--- config.mk ---
export PLATFORM = sky130hd
export DESIGN_NAME = ethernet_config_regs
export DESIGN_NICKNAME = d
export VERILOG_FILES = /design/src/rtl/eth_cfg_pkg.sv /design/src/rtl/ethernet_cfg_commit_ctl.sv /design/src/rtl/ethernet_config_regs.sv
export SDC_FILE = /design/constraint.sdc
export NUM_CORES = 1
export LEC_CHECK = 0
export BUFFER_PORTS_ARGS = -buffer_cell sky130_fd_sc_hd__clkbuf_2
export CORE_UTILIZATION = 45
export DETAILED_ROUTE_END_ITERATION = 7
export PLACE_DENSITY = 0.7
export SLEW_MARGIN = 20
export SYNTH_ARGS = -nofsm -noshare
export SYNTH_HDL_FRONTEND = slang
export SYNTH_SLANG_ARGS = --single-unit
--- constraint.sdc ---
create_clock -name i_clk -period 2.8 [get_ports i_clk]
set_input_delay 0.14 -clock i_clk [delete_from_list [all_inputs] [get_ports i_clk]]
set_output_delay 0.14 -clock i_clk [all_outputs]
set_load 0.05 [all_outputs]
--- src/rtl/eth_cfg_pkg.sv ---
// Shared definitions for the Ethernet config register bank: register map and commit FSM states.
package eth_cfg_pkg;
   localparam logic [7:0] REG_MAC0       = 8'h00;
   localparam logic [7:0] REG_MAC5       = 8'h05;
   localparam logic [7:0] REG_MAC_COMMIT = 8'h06;
   localparam logic [7:0] REG_IP0        = 8'h10;
   localparam logic [7:0] REG_IP11       = 8'h1B;
   localparam logic [7:0] REG_IP_COMMIT  = 8'h1C;
   localparam logic [7:0] REG_STATUS     = 8'h1F;

   localparam int MAC_BYTES = 6;
   localparam int IP_BYTES  = 12;

   typedef enum logic [0:0] {
      ST_IDLE = 1'b0,
      ST_HOLD = 1'b1
   } cfg_state_e;
endpackage

--- src/rtl/ethernet_cfg_commit_ctl.sv ---
// One config channel: copies shadow to active on commit, with a holdoff window that
// collapses commits arriving too soon into a single deferred strobe.
module ethernet_cfg_commit_ctl
   import eth_cfg_pkg::*;
#(
   parameter int               WIDTH   = 48,
   parameter int               HOLDOFF = 16,
   parameter logic [WIDTH-1:0] RST_VAL = '0
) (
   input  logic             i_clk,
   input  logic             i_rst,
   input  logic             i_commit,
   input  logic [WIDTH-1:0] i_shadow,
   output logic [WIDTH-1:0] o_active,
   output logic             o_strobe,
   output logic             o_pending
);
   localparam int CW = $clog2(HOLDOFF);

   cfg_state_e      r_state, w_state_nxt;
   logic [CW-1:0]   r_cnt;
   logic            r_pend;
   logic            w_fire;
   logic            w_expired;

   assign w_expired = (r_cnt == '0);

   always_ff @(posedge i_clk) begin
      if (i_rst) r_state <= ST_IDLE;
      else       r_state <= w_state_nxt;
   end

   always_comb begin
      w_state_nxt = r_state;
      w_fire      = 1'b0;
      case (r_state)
         ST_IDLE: begin
            if (i_commit) begin
               w_fire      = 1'b1;
               w_state_nxt = ST_HOLD;
            end
         end
         ST_HOLD: begin
            // A commit landing exactly on expiry is served immediately.
            if (w_expired) begin
               if (r_pend || i_commit) w_fire = 1'b1;
               else                    w_state_nxt = ST_IDLE;
            end
         end
         default: w_state_nxt = ST_IDLE;
      endcase
   end

   always_ff @(posedge i_clk) begin
      if (i_rst) begin
         r_cnt    <= '0;
         r_pend   <= 1'b0;
         o_active <= RST_VAL;
         o_strobe <= 1'b0;
      end else begin
         o_strobe <= w_fire;
         if (w_fire) begin
            o_active <= i_shadow;
            r_cnt    <= CW'(HOLDOFF - 1);
            r_pend   <= 1'b0;
         end else if (r_state == ST_HOLD) begin
            if (!w_expired) r_cnt  <= r_cnt - CW'(1);
            if (i_commit)   r_pend <= 1'b1;
         end
      end
   end

   assign o_pending = r_pend;
endmodule

--- src/rtl/ethernet_config_regs.sv ---
// MCU-facing SFR bank for the Ethernet config: byte-wide shadow writes, readback,
// and per-channel commit to the active MAC / IPv4 values.
module ethernet_config_regs
   import eth_cfg_pkg::*;
#(
   parameter logic [47:0] DEFAULT_MAC = 48'h02_00_00_00_00_01,
   parameter int          HOLDOFF     = 16
) (
   input  logic        i_clk,
   input  logic        i_rst,
   input  logic        i_wr_en,
   input  logic [7:0]  i_wr_addr,
   input  logic [7:0]  i_wr_data,
   input  logic        i_rd_en,
   input  logic [7:0]  i_rd_addr,
   output logic [7:0]  o_rd_data,
   output logic        o_rd_valid,
   output logic [47:0] o_mac_address,
   output logic        o_mac_address_updated,
   output logic [95:0] o_ip_config,
   output logic        o_ip_config_updated
);
   logic [47:0] r_mac_sh;
   logic [95:0] r_ip_sh;
   logic        w_mac_commit, w_ip_commit;
   logic        w_mac_pend, w_ip_pend;
   logic [7:0]  w_rd_mux;

   assign w_mac_commit = i_wr_en && (i_wr_addr == REG_MAC_COMMIT);
   assign w_ip_commit  = i_wr_en && (i_wr_addr == REG_IP_COMMIT);

   // Byte 0 of each field is the most significant byte.
   always_ff @(posedge i_clk) begin
      if (i_rst) begin
         r_mac_sh <= DEFAULT_MAC;
         r_ip_sh  <= '0;
      end else if (i_wr_en) begin
         for (int i = 0; i < MAC_BYTES; i++)
            if (i_wr_addr == REG_MAC0 + 8'(i)) r_mac_sh[(MAC_BYTES-1-i)*8 +: 8] <= i_wr_data;
         for (int i = 0; i < IP_BYTES; i++)
            if (i_wr_addr == REG_IP0 + 8'(i)) r_ip_sh[(IP_BYTES-1-i)*8 +: 8] <= i_wr_data;
      end
   end

   always_comb begin
      w_rd_mux = 8'h00;
      for (int i = 0; i < MAC_BYTES; i++)
         if (i_rd_addr == REG_MAC0 + 8'(i)) w_rd_mux = r_mac_sh[(MAC_BYTES-1-i)*8 +: 8];
      for (int i = 0; i < IP_BYTES; i++)
         if (i_rd_addr == REG_IP0 + 8'(i)) w_rd_mux = r_ip_sh[(IP_BYTES-1-i)*8 +: 8];
      if (i_rd_addr == REG_STATUS) w_rd_mux = {6'b0, w_ip_pend, w_mac_pend};
   end

   always_ff @(posedge i_clk) begin
      if (i_rst) begin
         o_rd_data  <= 8'h00;
         o_rd_valid <= 1'b0;
      end else begin
         o_rd_valid <= i_rd_en;
         if (i_rd_en) o_rd_data <= w_rd_mux;
      end
   end

   ethernet_cfg_commit_ctl #(
      .WIDTH   (48),
      .HOLDOFF (HOLDOFF),
      .RST_VAL (DEFAULT_MAC)
   ) u_mac_ctl (
      .i_clk     (i_clk),
      .i_rst     (i_rst),
      .i_commit  (w_mac_commit),
      .i_shadow  (r_mac_sh),
      .o_active  (o_mac_address),
      .o_strobe  (o_mac_address_updated),
      .o_pending (w_mac_pend)
   );

   ethernet_cfg_commit_ctl #(
      .WIDTH   (96),
      .HOLDOFF (HOLDOFF),
      .RST_VAL ('0)
   ) u_ip_ctl (
      .i_clk     (i_clk),
      .i_rst     (i_rst),
      .i_commit  (w_ip_commit),
      .i_shadow  (r_ip_sh),
      .o_active  (o_ip_config),
      .o_strobe  (o_ip_config_updated),
      .o_pending (w_ip_pend)
   );
endmodule

==> summary.txt <==
CTS
  • CTS clk-pin slew, worst paths: roughly 0.060 ns
  • Clk sinks: ~310
  • Cts bufs inserted: 34
  • TritonCTS clock tree: built
  • Post-CTS Setup Inserts: 0
  • Post-CTS Hold Buffers: 1
  • CTS-repair resized insts: 0
  • Htree depth: 2
  • Buffer depth of the longest clock path: 3
  • Clock root cell: clkbuf_16
  • Clock Latency Late Sink: 0.51 ns

Yosys
  • Warnings from Yosys: 0
  • Syn Area/Cell: 8.52 sq um
  • Register area share after synthesis: between 40% and 50%
  • Post-synthesis cell area: 12,800 sq um
  • Asr flop ratio synth: 0%
  • Ys flop type: dfxtp_1
  • Synthesized Nets: 1,532
  • Synth area leader: dfxtp_1
  • Post-synth EDFFs: 0
  • Syn Inst Count: 1,502
  • Share of the synthesized area in the top cell type: 48.6%
  • Unique masters post-synth: 68
  • Synth area leaders: dfxtp_1, mux2i_1, nand2_1
  • FF+latch count, synth: 311

Setup path
  • Crit Path Max Fanout: between 50 and 60
  • CP Class: register to register
  • Crit path DAT: 2.61 ns
  • CP startpoint kind: register
  • R2r setup slk: 0.62 ns
  • Worst endpoint required time: roughly 3.2 ns
  • Worst Setup End Kind: register

Global route
  • Vias in the first global route: ~11,000
  • Total congestion overflow: 0
  • Largest net degree at the start of global routing: around 130
  • Antenna violations before repair: 0
  • Total track usage: 25.6%
  • First-pass GRT wire length: between 50 and 60 mm

Drt
  • Drt via density: between 5 and 6
  • Initial DRC count: 1,236
  • TritonRoute pass-1 iters: 5
  • Post-route ant nets: 0
  • DRC Markers: 0
  • DR WL/cell: 18.5 um
  • Final wirelength: 37.6 mm
  • Vias: 11,400

Timing
  • Final setup vio count: 0
  • Achievable Freq: 459 MHz
  • Fin Clk Skew: 0.0126 ns
  • Pin slew with the least headroom to its limit: 0.976 ns
  • Max-slew violation count: 0
  • Final setup TNS: 0 ns
  • Rel. slew slack: 34.9%
  • RSZ-0062 raised after global routing: false
  • Hold Violations, Final: 0
  • Period utilization: roughly 80%
  • Fin crit period: 2.18 ns

Placement
  • Gpl congestion: 0.941
  • PortBufs: 182
  • DP HPWL: 25.7 mm
  • # placed instances: 1,975

Power and ir drop
  • PD cells: between 600 and 700 nW/um^2
  • Max IR drop VDD: 315 uV
  • Leakage: 5.97 nW

Flow run
  • Maxcap violations: 0

Floorplanning
  • Die X: 171 um
  • I/O Pins: 183
  • # rows: roughly 60
  • Area of the core: 27,900 sq um
  • Die height: 171 um
  • Initial Util: 46.0%
  • Die area: 29,100 sq um

Worst hold path
  • Hold Crit Class: primary input to register

Layout
  • Nets: ~1,700
  • Final Non-Filler Cells: between 2,000 and 2,500
  • Antenna cells: 0
  • Area Overhead vs Synth: 18.7%
  • Layout cells sized above 1: 18.5%

Run status
  • Status: finished clean
flip-flops by register name, summed over array words and instances (netlist names):
register             count
u_ip_ctl.r_cnt           4
u_mac_ctl.r_state        1
u_mac_ctl.o_strobe       1
u_ip_ctl.o_active       96
o_rd_data                8
u_ip_ctl.o_pending       1
u_mac_ctl.r_cnt          4
o_rd_valid               1
u_mac_ctl.o_active      48
u_ip_ctl.r_state         1
u_ip_ctl.o_strobe        1
r_mac_sh                48
u_mac_ctl.o_pending      1
r_ip_sh                 96
synth_stat cells, drive strengths merged (5+ instances only):
library cell / n
dfxtp: 311
nand2: 288
a21oi: 190
nor2: 156
mux2i: 134
clkbuf: 104
nand3: 66
o21ai: 45
buf: 17
inv: 14
nand2b: 14
nor2b: 14
nor3: 14
mux4: 9
mux2: 7
nand4: 7
a211oi: 6
a22oi: 6
a2111oi: 5
a211o: 5
nor4: 5
or4: 5
area by class of cell:
type	count	area [sq um]
inverters	14	52.6
flip-flops and latches	311	6230
repair buffers	217	1230
multi-input cells	1056	6100
clock inverters	11	135
clock buffers	45	986
fillers	2627	12700
well taps	378	473
logic make-up after synthesis:
family | Yosys count | share of synthesized area (%)
flip-flops | 311 | 48.6
AO/OA/AOI/OAI | 305 | 13.7
XOR/XNOR | 4 | 0.274
multiplexers | 150 | 12.7
buffers and inverters | 135 | 4.07
adder cells (fa/ha/maj) | 2 | 0.195
AND/OR/NAND/NOR | 595 | 20.4
power breakdown:
group	internal, mW	switching (mW)
clock network	2.74	1.76
logic	0.0901	0.282
registers	4.43	0.00504
total	7.26	2.05
through the flow:
stage | power, mW | hold slack [ns] | area (sq um) | utilization (%) | setup slack, ns
after floorplan | 4.76 | 0.278 | 12800 | - | 0.651
after global routing | 9.61 | 0.0665 | 15200 | 54.6 | 0.321
after global placement | 4.89 | 0.442 | 14100 | 50.5 | 0.380
after CTS | 9.36 | 0.0105 | 15200 | 54.6 | 0.626
final | 9.31 | 0.0459 | 15200 | 54.6 | 0.620
after detailed placement | 4.89 | 0.446 | 14100 | 50.5 | 0.334
worst paths after layout:
check | startpoint | to | cells past startpoint
worst min register to register | u_ip_ctl.o_active[34] | u_ip_ctl.o_active[34] | 2
worst max-delay path | u_ip_ctl.r_cnt[0] | u_ip_ctl.o_active[37] | 8
worst max register to register | u_ip_ctl.r_cnt[0] | u_ip_ctl.o_active[37] | 8
worst min-delay path | i_rd_en | o_rd_data[5] | 3
per-layer routing:
layer	up-vias	share of wire [%]	global-route usage, %
li1	5437	-	-
met1	5407	44	34.9
met2	466	45	40.2
met3	87	7.2	4.90
met4	0	3.3	9.48
met5	-	0	0
worst max-delay path, stage by stage, from the launching register on:
cell and delay, ns:
dfxtp_1 0.36, inv_1 0.05, ha_1 0.22, nor3b_1 0.16, nor2b_1 0.40, a21o_2 0.17, buf_4 0.42, nand2_1 0.11
a21oi_1 0.15
cell usage in the layout (no fill, tap or decap), types with 5 or more instances in the layout:
| master | Yosys | layout |
|---|---|---|
| a22oi_1 | 6 | 6 |
| nand4_1 | 7 | 7 |
| mux4_2 | 9 | 9 |
| or4_1 | 5 | 5 |
| mux2_2 | 7 | 7 |
| nand2_1 | 288 | 288 |
| a211o_1 | 5 | 5 |
| clkinv_2 | 0 | 6 |
| clkbuf_2 | 0 | 180 |
| a2111oi_0 | 5 | 5 |
| dfxtp_1 | 311 | 311 |
| a211oi_1 | 6 | 6 |
| nor2b_1 | 14 | 14 |
| nor2_1 | 152 | 152 |
| nand2b_1 | 14 | 14 |
| clkbuf_1 | 104 | 5 |
| mux2i_1 | 134 | 134 |
| nor3_1 | 10 | 10 |
| inv_1 | 14 | 14 |
| buf_4 | 0 | 30 |
| nand3_1 | 65 | 65 |
| clkbuf_16 | 0 | 37 |
| a21oi_1 | 190 | 189 |
| o21ai_0 | 45 | 44 |
Power figures use the tool's default switching activity.
